## src/rtl/ADC_DAQ_pkg.sv

```systemverilog
// Shared constants and state encodings for the streaming DMA buffer scheduler.
// Coalesced interrupts are built when DMA_SCHED_COALESCE_EN is defined.
package ADC_DAQ_pkg;

    localparam int DMA_TLP_SIZE  = 128;
    localparam int DMA_NBUF_MAX  = 16;
    localparam int DMA_STRIDE_SH = $clog2(DMA_TLP_SIZE / 4);
    localparam int DMA_IDX_W     = $clog2(DMA_NBUF_MAX);

    typedef enum logic [4:0] {
        S_IDLE = 5'b00001,
        S_ARM  = 5'b00010,
        S_RUN  = 5'b00100,
        S_FULL = 5'b01000,
        S_STOP = 5'b10000
    } dma_state_t;

endpackage

```

## src/rtl/dma_buf_sched_addr_gen.sv

```systemverilog
// Buffer start-address accumulator and ring index for the DMA scheduler.
// Addresses are DW units and wrap modulo 2^30.
module dma_buf_addr_gen
    import ADC_DAQ_pkg::*;
#(
    parameter int NBUF = 8
) (
    input  logic                 clk,
    input  logic                 rst_n,
    input  logic                 i_load,
    input  logic                 i_adv,
    input  logic [31:2]          i_base,
    input  logic [31:7]          i_size,
    output logic [31:2]          o_addr,
    output logic [DMA_IDX_W-1:0] o_idx
);

    localparam logic [DMA_IDX_W-1:0] LAST = DMA_IDX_W'(NBUF - 1);

    logic [31:2]          r_addr;
    logic [DMA_IDX_W-1:0] r_idx;
    logic [31:2]          w_stride;

    assign w_stride = {i_size, {DMA_STRIDE_SH{1'b0}}};

    always_ff @(posedge clk or negedge rst_n) begin
        if (!rst_n) begin
            r_addr <= '0;
            r_idx  <= '0;
        end else if (i_load) begin
            r_addr <= i_base;
            r_idx  <= '0;
        end else if (i_adv) begin
            if (r_idx == LAST) begin
                r_addr <= i_base;
                r_idx  <= '0;
            end else begin
                r_addr <= r_addr + w_stride;
                r_idx  <= r_idx + 1'b1;
            end
        end
    end

    assign o_addr = r_addr;
    assign o_idx  = r_idx;

endmodule

```

## src/rtl/dma_buf_sched.sv

```systemverilog
// Host-buffer ring scheduler: gates engine ready against ring occupancy.
// Define DMA_SCHED_COALESCE_EN for coalesced host interrupts.
module dma_buf_sched
    import ADC_DAQ_pkg::*;
#(
    parameter int NBUF = 8
) (
    input  logic        trn_clk,
    input  logic        pio_reset_n,
    input  logic        stream_on,
    input  logic [31:2] buf_base,
    input  logic [31:7] dma_size,
    input  logic [3:0]  coal_n,
    input  logic        host_rel,
    input  logic        fifo_ready,
    input  logic        fifo_full,
    input  logic        eng_irq,
    input  logic        eng_busy,
    output logic        eng_stream_on,
    output logic        eng_dma_ready,
    output logic [31:2] eng_init_addr,
    output logic        irq_o,
    output logic [3:0]  wr_idx,
    output logic [4:0]  occ,
    output logic        overflow_o,
    output logic        rel_err_o
);

    localparam logic [4:0] NB = 5'(NBUF);

    dma_state_t r_state;
    dma_state_t w_nxt;
    logic       r_arm_cnt;
    logic       r_rdy;
    logic       r_irq;
    logic [4:0] r_occ;
    logic       r_ovf;
    logic       r_rel_err;
    logic       w_load;
    logic       w_adv;
    logic       w_live;
    logic       w_rdy_d;
    logic       w_stop_in;

    always_ff @(posedge trn_clk or negedge pio_reset_n) begin
        if (!pio_reset_n) r_state <= S_IDLE;
        else              r_state <= w_nxt;
    end

    always_comb begin
        w_nxt = r_state;
        unique case (r_state)
            S_IDLE: if (stream_on) w_nxt = S_ARM;
            S_ARM: begin
                if (!stream_on)     w_nxt = S_STOP;
                else if (r_arm_cnt) w_nxt = (r_occ == NB) ? S_FULL : S_RUN;
            end
            S_RUN: begin
                if (!stream_on)   w_nxt = S_STOP;
                else if (eng_irq) w_nxt = S_ARM;
            end
            S_FULL: begin
                if (!stream_on)    w_nxt = S_STOP;
                else if (host_rel) w_nxt = S_ARM;
            end
            S_STOP: if (!eng_busy) w_nxt = S_IDLE;
            default: w_nxt = S_IDLE;
        endcase
    end

    always_comb begin
        w_load    = (r_state == S_IDLE) && stream_on;
        w_adv     = (r_state == S_RUN) && eng_irq;
        w_live    = (r_state != S_IDLE);
        w_rdy_d   = (w_nxt == S_RUN) && fifo_ready;
        w_stop_in = (w_nxt == S_STOP) && (r_state != S_STOP);
    end

    // ARM holds for exactly two cycles so the engine reloads while idle
    always_ff @(posedge trn_clk or negedge pio_reset_n) begin
        if (!pio_reset_n) begin
            r_arm_cnt <= 1'b0;
            r_rdy     <= 1'b0;
        end else begin
            r_arm_cnt <= (r_state == S_ARM) ? ~r_arm_cnt : 1'b0;
            r_rdy     <= w_rdy_d;
        end
    end

    always_ff @(posedge trn_clk or negedge pio_reset_n) begin
        if (!pio_reset_n) begin
            r_occ     <= '0;
            r_ovf     <= 1'b0;
            r_rel_err <= 1'b0;
        end else if (w_load) begin
            r_occ     <= '0;
            r_ovf     <= 1'b0;
            r_rel_err <= 1'b0;
        end else if (w_live) begin
            if (eng_irq && !host_rel && r_occ != NB) begin
                r_occ <= r_occ + 1'b1;
            end else if (host_rel && !eng_irq) begin
                if (r_occ == '0) r_rel_err <= 1'b1;
                else             r_occ     <= r_occ - 1'b1;
            end
            if (r_state == S_FULL && fifo_full) r_ovf <= 1'b1;
        end
    end

`ifdef DMA_SCHED_COALESCE_EN
    logic [3:0] r_pend;
    logic [4:0] w_thr;
    logic       w_hit;

    assign w_thr = (coal_n == '0) ? 5'd1 : {1'b0, coal_n};
    assign w_hit = eng_irq && ({1'b0, r_pend} + 5'd1 >= w_thr);

    always_ff @(posedge trn_clk or negedge pio_reset_n) begin
        if (!pio_reset_n) begin
            r_pend <= '0;
            r_irq  <= 1'b0;
        end else if (w_load) begin
            r_pend <= '0;
            r_irq  <= 1'b0;
        end else if (!w_live) begin
            r_irq <= 1'b0;
        end else if (w_stop_in) begin
            r_irq  <= w_hit || eng_irq || (r_pend != '0);
            r_pend <= '0;
        end else if (w_hit) begin
            r_irq  <= 1'b1;
            r_pend <= '0;
        end else begin
            r_irq  <= 1'b0;
            r_pend <= r_pend + {3'b0, eng_irq};
        end
    end
`else
    logic w_unused_coal;
    assign w_unused_coal = ^{coal_n, w_stop_in};

    always_ff @(posedge trn_clk or negedge pio_reset_n) begin
        if (!pio_reset_n) r_irq <= 1'b0;
        else              r_irq <= eng_irq && w_live;
    end
`endif

    dma_buf_addr_gen #(
        .NBUF (NBUF)
    ) u_addr (
        .clk    (trn_clk),
        .rst_n  (pio_reset_n),
        .i_load (w_load),
        .i_adv  (w_adv),
        .i_base (buf_base),
        .i_size (dma_size),
        .o_addr (eng_init_addr),
        .o_idx  (wr_idx)
    );

    assign eng_stream_on = (r_state != S_IDLE);
    assign eng_dma_ready = r_rdy;
    assign irq_o         = r_irq;
    assign occ           = r_occ;
    assign overflow_o    = r_ovf;
    assign rel_err_o     = r_rel_err;

endmodule

```

## config.mk

```make
export PLATFORM = sky130hd
export DESIGN_NAME = dma_buf_sched
export DESIGN_NICKNAME = d
export VERILOG_FILES = /design/src/rtl/ADC_DAQ_pkg.sv /design/src/rtl/dma_buf_sched_addr_gen.sv /design/src/rtl/dma_buf_sched.sv
export SDC_FILE = /design/constraint.sdc
export NUM_CORES = 1
export LEC_CHECK = 0
export CAP_MARGIN = 20
export CELL_PAD_IN_SITES_DETAIL_PLACEMENT = 1
export CELL_PAD_IN_SITES_GLOBAL_PLACEMENT = 2
export CORE_UTILIZATION = 30
export DETAILED_ROUTE_END_ITERATION = 16
export PLACE_DENSITY_LB_ADDON = 0.1
export SYNTH_ARGS = -nofsm -noshare
export SYNTH_HDL_FRONTEND = slang
export SYNTH_SLANG_ARGS = --single-unit
```

## constraint.sdc

```tcl
create_clock -name trn_clk -period 4.05 [get_ports trn_clk]
set_input_delay 0.405 -clock trn_clk [delete_from_list [all_inputs] [get_ports trn_clk]]
set_output_delay 0.405 -clock trn_clk [all_outputs]
set_load 0.01 [all_outputs]
```

# Word-level counts from Yosys, hierarchy flattened
# Index checks and enable logic that the tools add are counted.
dict set report word_totals {
  register_bits 49
  latchBits 0
  ram_bits 0
  romBits 0
  input_bits 67
  out_inout_bits 44
  word_cells 76
  mem_count 0
}
dict set report op_classes {
  addsub 4
  multipliers 0
  div_mod_pow 0
  order_cmp 0
  n_eq_ne 12
  shifts 0
  n_mux 30
  n_bitwise 1
  n_reduce_logical 20
}
# cell count
set ops {}
lappend ops {{$mux W30} 3}
lappend ops {{$mux W5} 13}
lappend ops {{$add A30 B30 Y30} 1}
lappend ops {{$pmux W5 S5} 1}
lappend ops {{$mux W4} 4}
lappend ops {{$eq A5 B3 Y1 const B} 2}
lappend ops {{$eq A5 B4 Y1 const B} 2}
lappend ops {{$reduce_bool A2 Y1} 5}
lappend ops {{$mux W1} 9}
lappend ops {{$logic_and A1 B1 Y1} 8}
lappend ops {{$add A5 B1 Y5 const B} 1}
lappend ops {{$eq A5 B1 Y1 const B} 1}
lappend ops {{$eq A5 B2 Y1 const B} 1}
lappend ops {{$eq A5 B5 Y1 const B} 1}
lappend ops {{$logic_not A5 Y1} 1}
lappend ops {{$ne A5 B1 Y1 const B} 1}
lappend ops {{$ne A5 B4 Y1 const B} 1}
lappend ops {{$sub A5 B1 Y5 const B} 1}
lappend ops {{$add A4 B1 Y4 const B} 1}
lappend ops {{$eq A4 B3 Y1 const B} 1}
lappend ops {{$reduce_and A4 Y1} 1}
lappend ops {{$ne A3 B2 Y1 const B} 1}
lappend ops {{$reduce_and A3 Y1} 1}
lappend ops {{$reduce_bool A3 Y1} 1}
lappend ops {{other kinds (4)} 5}

# Logic depth before layout (Yosys ltp)
# Gate-level depths: netlist of run 1.
dict set report depth {
  word_depth 7
  mapped_depth 11
  depth_no_buf 11
}

# Cells and area by module
# Synthesis of run 1 repeated with hierarchy kept, for this count alone.
dict set report hier_totals {
  cells_unflattened 421
  area_unflattened_um2 3606.0
}
# mod instances cells_per_inst area_per_inst_um2 seq_area_each_um2
set by_module_without_submodules {}
lappend by_module_without_submodules {dma_buf_addr_gen 1 325 2708.8 850.8}
lappend by_module_without_submodules {dma_buf_sched 1 96 897.1 376.6}

# Worst setup path before layout of run 1
# Ideal clock, no wire load.
dict set report synth_path {
  path_type {reg2reg}
  startpoint {register r_occ[0] (netlist: occ[0])}
  endpoint {register r_occ[4] (netlist: occ[4])}
  setup_time_ps 83
  arrival_ps 2345
  t_required_ps 3967
  path_slack_ps 1623
  path_stages_with_launch 12
  path_buffers 0
  synth_period_minus_slack_ps 2427
  cell_sequence {dfrtp_1 > nor4_1 > nand2_1 > inv_1 > nor3_1 > inv_1 > fa_1 > a21o_1 > a21oi_1 > xnor2_1 > or3_1 > o21ai_0}
}
dict set report synth_between {
  elab_chain_cells 6
  elab_cells_between_ends 13
  cone_classes {add/sub (2); eq/ne (2); mux (5); reduce/logical (4)}
}
# item line
set synth_rtl {}
lappend synth_rtl {{from (decl)} dma_buf_sched.sv:36} ;# logic [4:0] r_occ;
lappend synth_rtl {{from (signal assigned)} dma_buf_sched.sv:101} ;# r_occ <= r_occ + 1'b1;
lappend synth_rtl {{from (signal assigned)} dma_buf_sched.sv:104} ;# else r_occ <= r_occ - 1'b1;
lappend synth_rtl {{$sub A5 B1 Y5} dma_buf_sched.sv:104}
lappend synth_rtl {{$mux W5} dma_buf_sched.sv:103} ;# if (r_occ == '0) r_rel_err <= 1'b1;
lappend synth_rtl {{$mux W5} dma_buf_sched.sv:102} ;# end else if (host_rel && !eng_irq) begin
lappend synth_rtl {{$mux W5} dma_buf_sched.sv:100} ;# if (eng_irq && !host_rel && r_occ != NB) begin
lappend synth_rtl {{$mux W5} dma_buf_sched.sv:99} ;# end else if (w_live) begin
lappend synth_rtl {{$mux W5} dma_buf_sched.sv:95} ;# end else if (w_load) begin
# Several ways; a longest one is shown, not always the timed one. The select of a mux whose other input is x is not followed.
# A chain may end at the register's enable or synchronous reset.

# Worst setup path in the final report of run 1
dict set report layout_path {
  startpoint {input port eng_irq}
  endpoint {register r_occ[4] (netlist: occ[4])}
}
dict set report layout_between {
  elab_chain_cells 5
  elab_cells_between_ends 10
  cone_classes {eq/ne (1); mux (3); reduce/logical (6)}
}
# item line
set layout_rtl {}
lappend layout_rtl {{from (decl)} dma_buf_sched.sv:17} ;# input logic eng_irq,
lappend layout_rtl {{$logic_and A1 B1 Y1 (2 in series)} dma_buf_sched.sv:100}
lappend layout_rtl {{$mux W5} dma_buf_sched.sv:100}
lappend layout_rtl {{$mux W5} dma_buf_sched.sv:99}
lappend layout_rtl {{$mux W5} dma_buf_sched.sv:95}
# Several ways; a longest one is shown, not always the timed one. The select of a mux whose other input is x is not followed.

==> run_results.csv, run 1 <==
group,metric,value,unit
logic_synthesis,yosysMostFrequentCell,"nand2_1",
timing,fmax,0.3593,GHz
floorplanning,start_util,30.99,%
clock_network,post_cts_buffers,0,
clock_network,cts.clk_slew.worst_paths,0.07,ns
logic_synthesis,synth_flop_cell,"dfrtp_1",
logic_synthesis,async_flop_share,100.0,%
power_and_ir_drop,ir_worst_vdd,0.2466,mV
floorplanning,std_cell_rows,40,
clock_network,cts.repair.resized,0,
grt,grt_pass1_vias,3865,
grt,gr-usage-all-layers,19.31,%
clock_network,clkLatencyLatePin,0.30,ns
logic_synthesis,yosys.area.top_type,"dfrtp_1",
critical_path,r2r_slack,1.35,ns
route,firstDrtPassIters,4,
logic_synthesis,yosys_warnings,0,
clock_network,clock_sinks,49,
logic_synthesis,synth_edf_count,0,
timing,clock_skew,0.005510,ns
grt,overflow,0,
layout,layout.nets,638,
layout,multi_input_area,0.002374,mm²
timing,finalCritPeriodShare,68.72,%
timing,fin_crit,2.783,ns
logic_synthesis,synth_area,0.003754,mm²
layout,drive_above_1_share,6.273,%
logic_synthesis,synth_top_area_share,32.00,%
critical_path,arrival,3.00,ns
timing,finalHoldViolCount,0,
critical_path,required,4.27,ns
clock_network,cts-htree-levels,2,
critical_path,worst_r2r_startpoint,"r_state[3]",
route,antenna_left,0,
clock_network,cts_root_buffer,"clkbuf_16",
critical_path,cp-endpoint,"occ[4]",
logic_synthesis,postSynthCellCount,443,
clock_network,hold_buffers,0,
power_and_ir_drop,p_per_area,738.0,mW/mm²
logic_synthesis,yosys-top-cells-area,"dfrtp_1 (32%), ha_1 (9.3%), nand2_1 (6.0%)",
critical_path,critPathKind,"input port to flip-flop",
floorplanning,io_pins,111,
timing,slew-limit-headroom,44.37,%
floorplanning,die_x,113.9,µm
timing,hold-worst-slack,0.2109,ns
route,routed_wl,11.92,mm
flow_run,maxCapViolations,0,
grt,antenna_found_initial,0,
critical_path,reg2regPathDepth,7,
logic_synthesis,synth_common_cells,"nand2_1 (60), dfrtp_1 (48), nor2_1 (44)",
logic_synthesis,synth_cell_types,66,
timing,setup_viol,0,
critical_path,worst-path-max-fanout,5,
route,vias,3656,
timing,rsz0062_at_grt,"no",
logic_synthesis,ys_seq_area_share,32.70,%
critical_path,cp-start-kind,"input port",
logic_synthesis,ys_ff_latch,49,
placed_design,dp_hpwl,9.043,mm
logic_synthesis,syn_nets,540,
placed_design,gp_congestion,0.8298,
route,drt_iter0_markers,118,
layout,nFillCells,1448,
layout,diodes,0,
floorplanning,die-area,0.01296,mm²
layout,seq_area,0.001227,mm²
timing,worst_pin_slew,0.8344,ns
grt,grt_max_degree,35,
critical_path,r2r-end,"u_addr.o_addr[27]",
layout,area_delta_synth_final,36.43,%
clock_network,cts_inserted_buffers,5,
clock_network,cts.path.max_buffers,2,
route,viasPerCell,5.149,
route,drc,0,
timing,final_max_slew_viol_count,0,
floorplanning,chipHeight,113.9,µm
critical_path,critPathCaptureType,"flip-flop",
timing,setup_tns,0,ns
floorplanning,core_area,0.01211,mm²
min_path,hp-class,"input port to asynchronous set/reset pin",
clock_network,cts_tree,"yes",
status,outcome,"finished, final reports clean",
critical_path,startpoint,"eng_irq",
placed_design,port_buffers,106,
power_and_ir_drop,power.total,3.780,mW
grt,grt_pass1_wl,19.84,mm
logic_synthesis,avgSynthCellArea,8.473,µm²
route,wire_per_inst,16.78,µm
power_and_ir_drop,p_leak,2.155,nW
## sequential cells by signal, summed over array words and instances (netlist names)
register / flops
u_addr.o_idx: 4
irq_o: 1
u_addr.o_addr: 30
r_arm_cnt: 1
eng_dma_ready: 1
rel_err_o: 1
overflow_o: 1
r_state: 5
occ: 5
## how the worst min path moves through the flow
stage	start	end	slack, ns	cells past startpoint
2_1_floorplan	pio_reset_n	eng_dma_ready	0.11	0
3_3_place_gp	r_arm_cnt	r_arm_cnt	0.43	1
3_5_place_dp	r_arm_cnt	r_arm_cnt	0.45	1
4_1_cts	pio_reset_n	u_addr.o_addr[17]	0.25	1
5_1_grt	pio_reset_n	u_addr.o_addr[17]	0.30	1
6_report	pio_reset_n	u_addr.o_addr[22]	0.21	1
## per-stage QoR
stage / util (%) / std cells / setup slack (ns) / instance area [µm²]
2_1_floorplan: - / 443 / 1.623 / 3754
3_5_place_dp: 40.90 / 702 / 0.9210 / 4954
4_1_cts: 42.28 / 710 / 1.238 / 5121
3_3_place_gp: 40.90 / 702 / 0.9957 / 4954
6_report: 42.28 / 710 / 1.267 / 5121
5_1_grt: 42.28 / 710 / 1.050 / 5121
## cells by family after synthesis
kind of cell	after synthesis	share of synthesized area, %
and+or+nand+nor	159	20.27
AOI/OAI and AO/OA	145	26.30
muxes	4	1.133
buffers and inverters	34	4.066
adders and majority gates	30	10.40
DFF	49	32.70
xor gates and xnor gates	22	5.133
## cell type report
class	instances	area share, %
flip-flops and latches	49	23.97
multi-input cells	360	46.35
clock inverters	2	0.7574
repair buffers	110	21.21
well taps	168	4.105
inverters	15	1.099
clock buffers	6	2.517
## power breakdown
part	internal (mW)	switching [mW]	total [mW]	leakage, nW
clock network	0.294	0.212	0.506	0.0810
logic	1.10	1.31	2.41	1.47
registers	0.688	0.178	0.866	0.608
total	2.08	1.69	3.78	2.15
## cell usage in the layout, fill, tap and decap left out, types with 3 or more instances in the layout
master / synthesis / layout
nand4_1: 6 / 6
dfrtp_1: 48 / 48
clkdlybuf4s50_1: 0 / 105
a21oi_1: 36 / 36
xnor2_1: 13 / 13
ha_1: 28 / 28
a21oi_2: 3 / 3
nand2_1: 60 / 60
o211ai_1: 5 / 5
o21bai_1: 3 / 3
a211oi_1: 5 / 5
xor2_1: 9 / 9
a31oi_1: 10 / 10
a22oi_1: 7 / 7
buf_4: 2 / 4
nor3_1: 8 / 8
nand3_1: 8 / 8
o21ai_2: 4 / 4
or3_1: 4 / 4
inv_1: 15 / 15
clkbuf_16: 0 / 5
o21ai_1: 3 / 3
and4_1: 5 / 5
nor2_1: 44 / 44
and2_1: 3 / 3
a21o_1: 9 / 9
o21a_1: 5 / 5
o21ai_0: 31 / 31
nand4b_1: 4 / 4
## critical path, stage by stage
cell,delay [ns]
clkdlybuf4s50_1,0.58
inv_1,0.11
nor3_1,0.42
inv_1,0.20
fa_1,0.44
a21o_1,0.20
a21oi_1,0.17
xnor2_1,0.09
or3_1,0.31
o21ai_0,0.07
## per-layer routing
| layer | global-route usage, % | up-vias | share of wire (%) |
|---|---|---|---|
| li1 | - | 1812 | - |
| met1 | 26.68 | 1762 | 49 |
| met4 | 3.896 | 0 | 0.78 |
| met5 | 0 | - | 0 |
| met2 | 31.79 | 75 | 46 |
| met3 | 3.241 | 7 | 4.4 |
No activity file was read; power rests on OpenSTA's default activity.
==> run 2: changes to the inputs <==
- CORE_UTILIZATION: 30 -> 28
- clock period: 4.05 -> 2.8 ns (I/O delays scaled with it)
==> run_results.csv, run 2 (same netlist as run 1, synthesis figures left out) <==
group,metric,value,unit
status,outcome,"finished, final reports clean",
timing,rsz0062_at_grt,"no",
power_and_ir_drop,power_frac_comb,66.4,%
layout,layout.cells.non_filler,745,
timing,setup_ws,0.2403,ns
placed_design,placed_area,0.005191,mm²
placed_design,gp_congestion,0.8032,
route,wire_per_inst,16.78,µm
layout,drive_above_1_share,11.52,%
floorplanning,die_x,117.8,µm
grt,grt_pass1_vias,4014,
grt,antenna_found_initial,0,
clock_network,cts_root_buffer,"clkbuf_16",
power_and_ir_drop,p_per_area,1049,mW/mm²
route,vias,3775,
clock_network,post_cts_buffers,0,
layout,area_delta_synth_final,42.17,%
placed_design,dp_hpwl,9.947,mm
layout,layout.nets,669,
critical_path,required,3.02,ns
clock_network,cts_inserted_buffers,5,
flow_run,maxCapViolations,0,
route,drt_iter0_markers,137,
clock_network,clock_sinks,49,
timing,fin_crit,2.560,ns
clock_network,clkLatencyLatePin,0.30,ns
timing,finalCritPeriodShare,91.42,%
layout,nFillCells,1521,
power_and_ir_drop,ir_worst_vdd,0.3412,mV
floorplanning,io_pins,111,
placed_design,dpl.cell_count,737,
grt,gr-usage-all-layers,18.65,%
route,drc,0,
grt,overflow,0,
timing,setup_tns,0,ns
layout,largest_reg_flops,30,
floorplanning,chipHeight,117.8,µm
route,routed_wl,12.50,mm
layout,seq_area,0.001229,mm²
layout,utilization,41.61,%
critical_path,critPathKind,"input port to flip-flop",
power_and_ir_drop,power_switching,2.495,mW
clock_network,hold_buffers,0,
layout,layout_common_cells,"clkdlybuf4s50_1 (105), nand2_1 (60), dfrtp_1 (47)",
timing,finalHoldViolCount,0,
power_and_ir_drop,p_seq_share,22.4,%
route,firstDrtPassIters,4,
power_and_ir_drop,intPower,3.103,mW
grt,grt_max_degree,29,
power_and_ir_drop,power.total,5.598,mW
route,viasPerCell,5.067,
timing,hold-worst-slack,0.02510,ns
timing,fmax,0.3907,GHz
timing,slew-limit-headroom,50.55,%
clock_network,cts_tree,"yes",
power_and_ir_drop,switching_share,44.57,%
timing,clock_skew,0.006535,ns
critical_path,worst-path-max-fanout,4,
layout,fin_area,0.005336,mm²
layout,final_common_cell,"clkdlybuf4s50_1",
power_and_ir_drop,clockPowerShare,11.2,%
floorplanning,die-area,0.01387,mm²
layout,multi_input_area,0.002374,mm²
clock_network,cts-htree-levels,2,
critical_path,cp-start-kind,"input port",
placed_design,pre_cts_ws,-0.07887,ns
floorplanning,std_cell_rows,41,
timing,final_max_slew_viol_count,0,
clock_network,cts.clk_slew.worst_paths,0.07,ns
power_and_ir_drop,p_leak,2.287,nW
critical_path,critPathCaptureType,"flip-flop",
floorplanning,start_util,29.27,%
clock_network,cts.path.max_buffers,2,
layout,diodes,0,
route,antenna_left,0,
timing,setup_viol,0,
min_path,hp-class,"input port to asynchronous set/reset pin",
timing,worst_pin_slew,0.7417,ns
placed_design,port_buffers,106,
grt,grt_pass1_wl,20.71,mm
critical_path,arrival,2.78,ns
floorplanning,core_area,0.01282,mm²
run 2: changes by cell type in the layout (fill, tap and decap cells not counted), sizes merged:
cell	change
clkinv	-1
clkinvlp	+2
bufinv	-1
buf	+31
run 2: path summary, 6_finish.rpt:
| check | end | slack, ns | from | cells past startpoint |
|---|---|---|---|---|
| setup / recovery | u_addr.o_addr[23] | 0.24 | dma_size[7] | 10 |
| hold / removal | u_addr.o_addr[23] | 0.03 | pio_reset_n | 1 |
| setup reg to reg | u_addr.o_addr[23] | 0.26 | u_addr.o_addr[7] | 9 |
| hold reg to reg | r_arm_cnt | 0.44 | r_arm_cnt | 1 |
| max in group asynchronous | r_state[0] | 2.03 | pio_reset_n | 2 |
| min in group trn_clk | r_arm_cnt | 0.44 | r_arm_cnt | 1 |
run 2: area by class of cell:
class                   instances  share of cell area, %
multi-input cells             360                  44.48
clock inverters                 2                 0.2814
inverters                      15                  1.055
flip-flops and latches         49                  23.02
clock buffers                   6                  2.415
well taps                     172                  4.033
repair buffers                141                  24.71
run 2: critical path: stages:
cell,delay [ns]
clkdlybuf4s50_1,0.42
ha_1,0.24
fa_1,0.44
a211oi_2,0.23
o21ai_2,0.10
o221a_1,0.31
nor3b_1,0.25
o21ai_0,0.19
xnor2_1,0.17
o21ai_0,0.15
run 2: layer usage:
metal	track usage, %	share of wire, %	vias to the layer above
li1	-	-	1877
met1	23.57	48	1808
met2	32.68	47	79
met3	3.295	3.7	11
met4	4.407	1.1	0
met5	0	0	-
run 2: timing repair:
action | 4_1_cts | 5_1_grt
resized for setup | 0 | 1
endpoints found under the hold margin | 0 | 0
setup endpoints to repair | 0 | 1
run 2: power by group through the flow:
stage / Combinational [mW] / Sequential, mW / Clock (mW)
finish: 3.72 / 1.25 / 0.627
detailed placement: 3.74 / 1.27 / 0
floorplan: 2.18 / 1.34 / 0
global route: 4.15 / 1.30 / 0.667
global placement: 3.68 / 1.26 / 0
CTS: 3.76 / 1.25 / 0.653
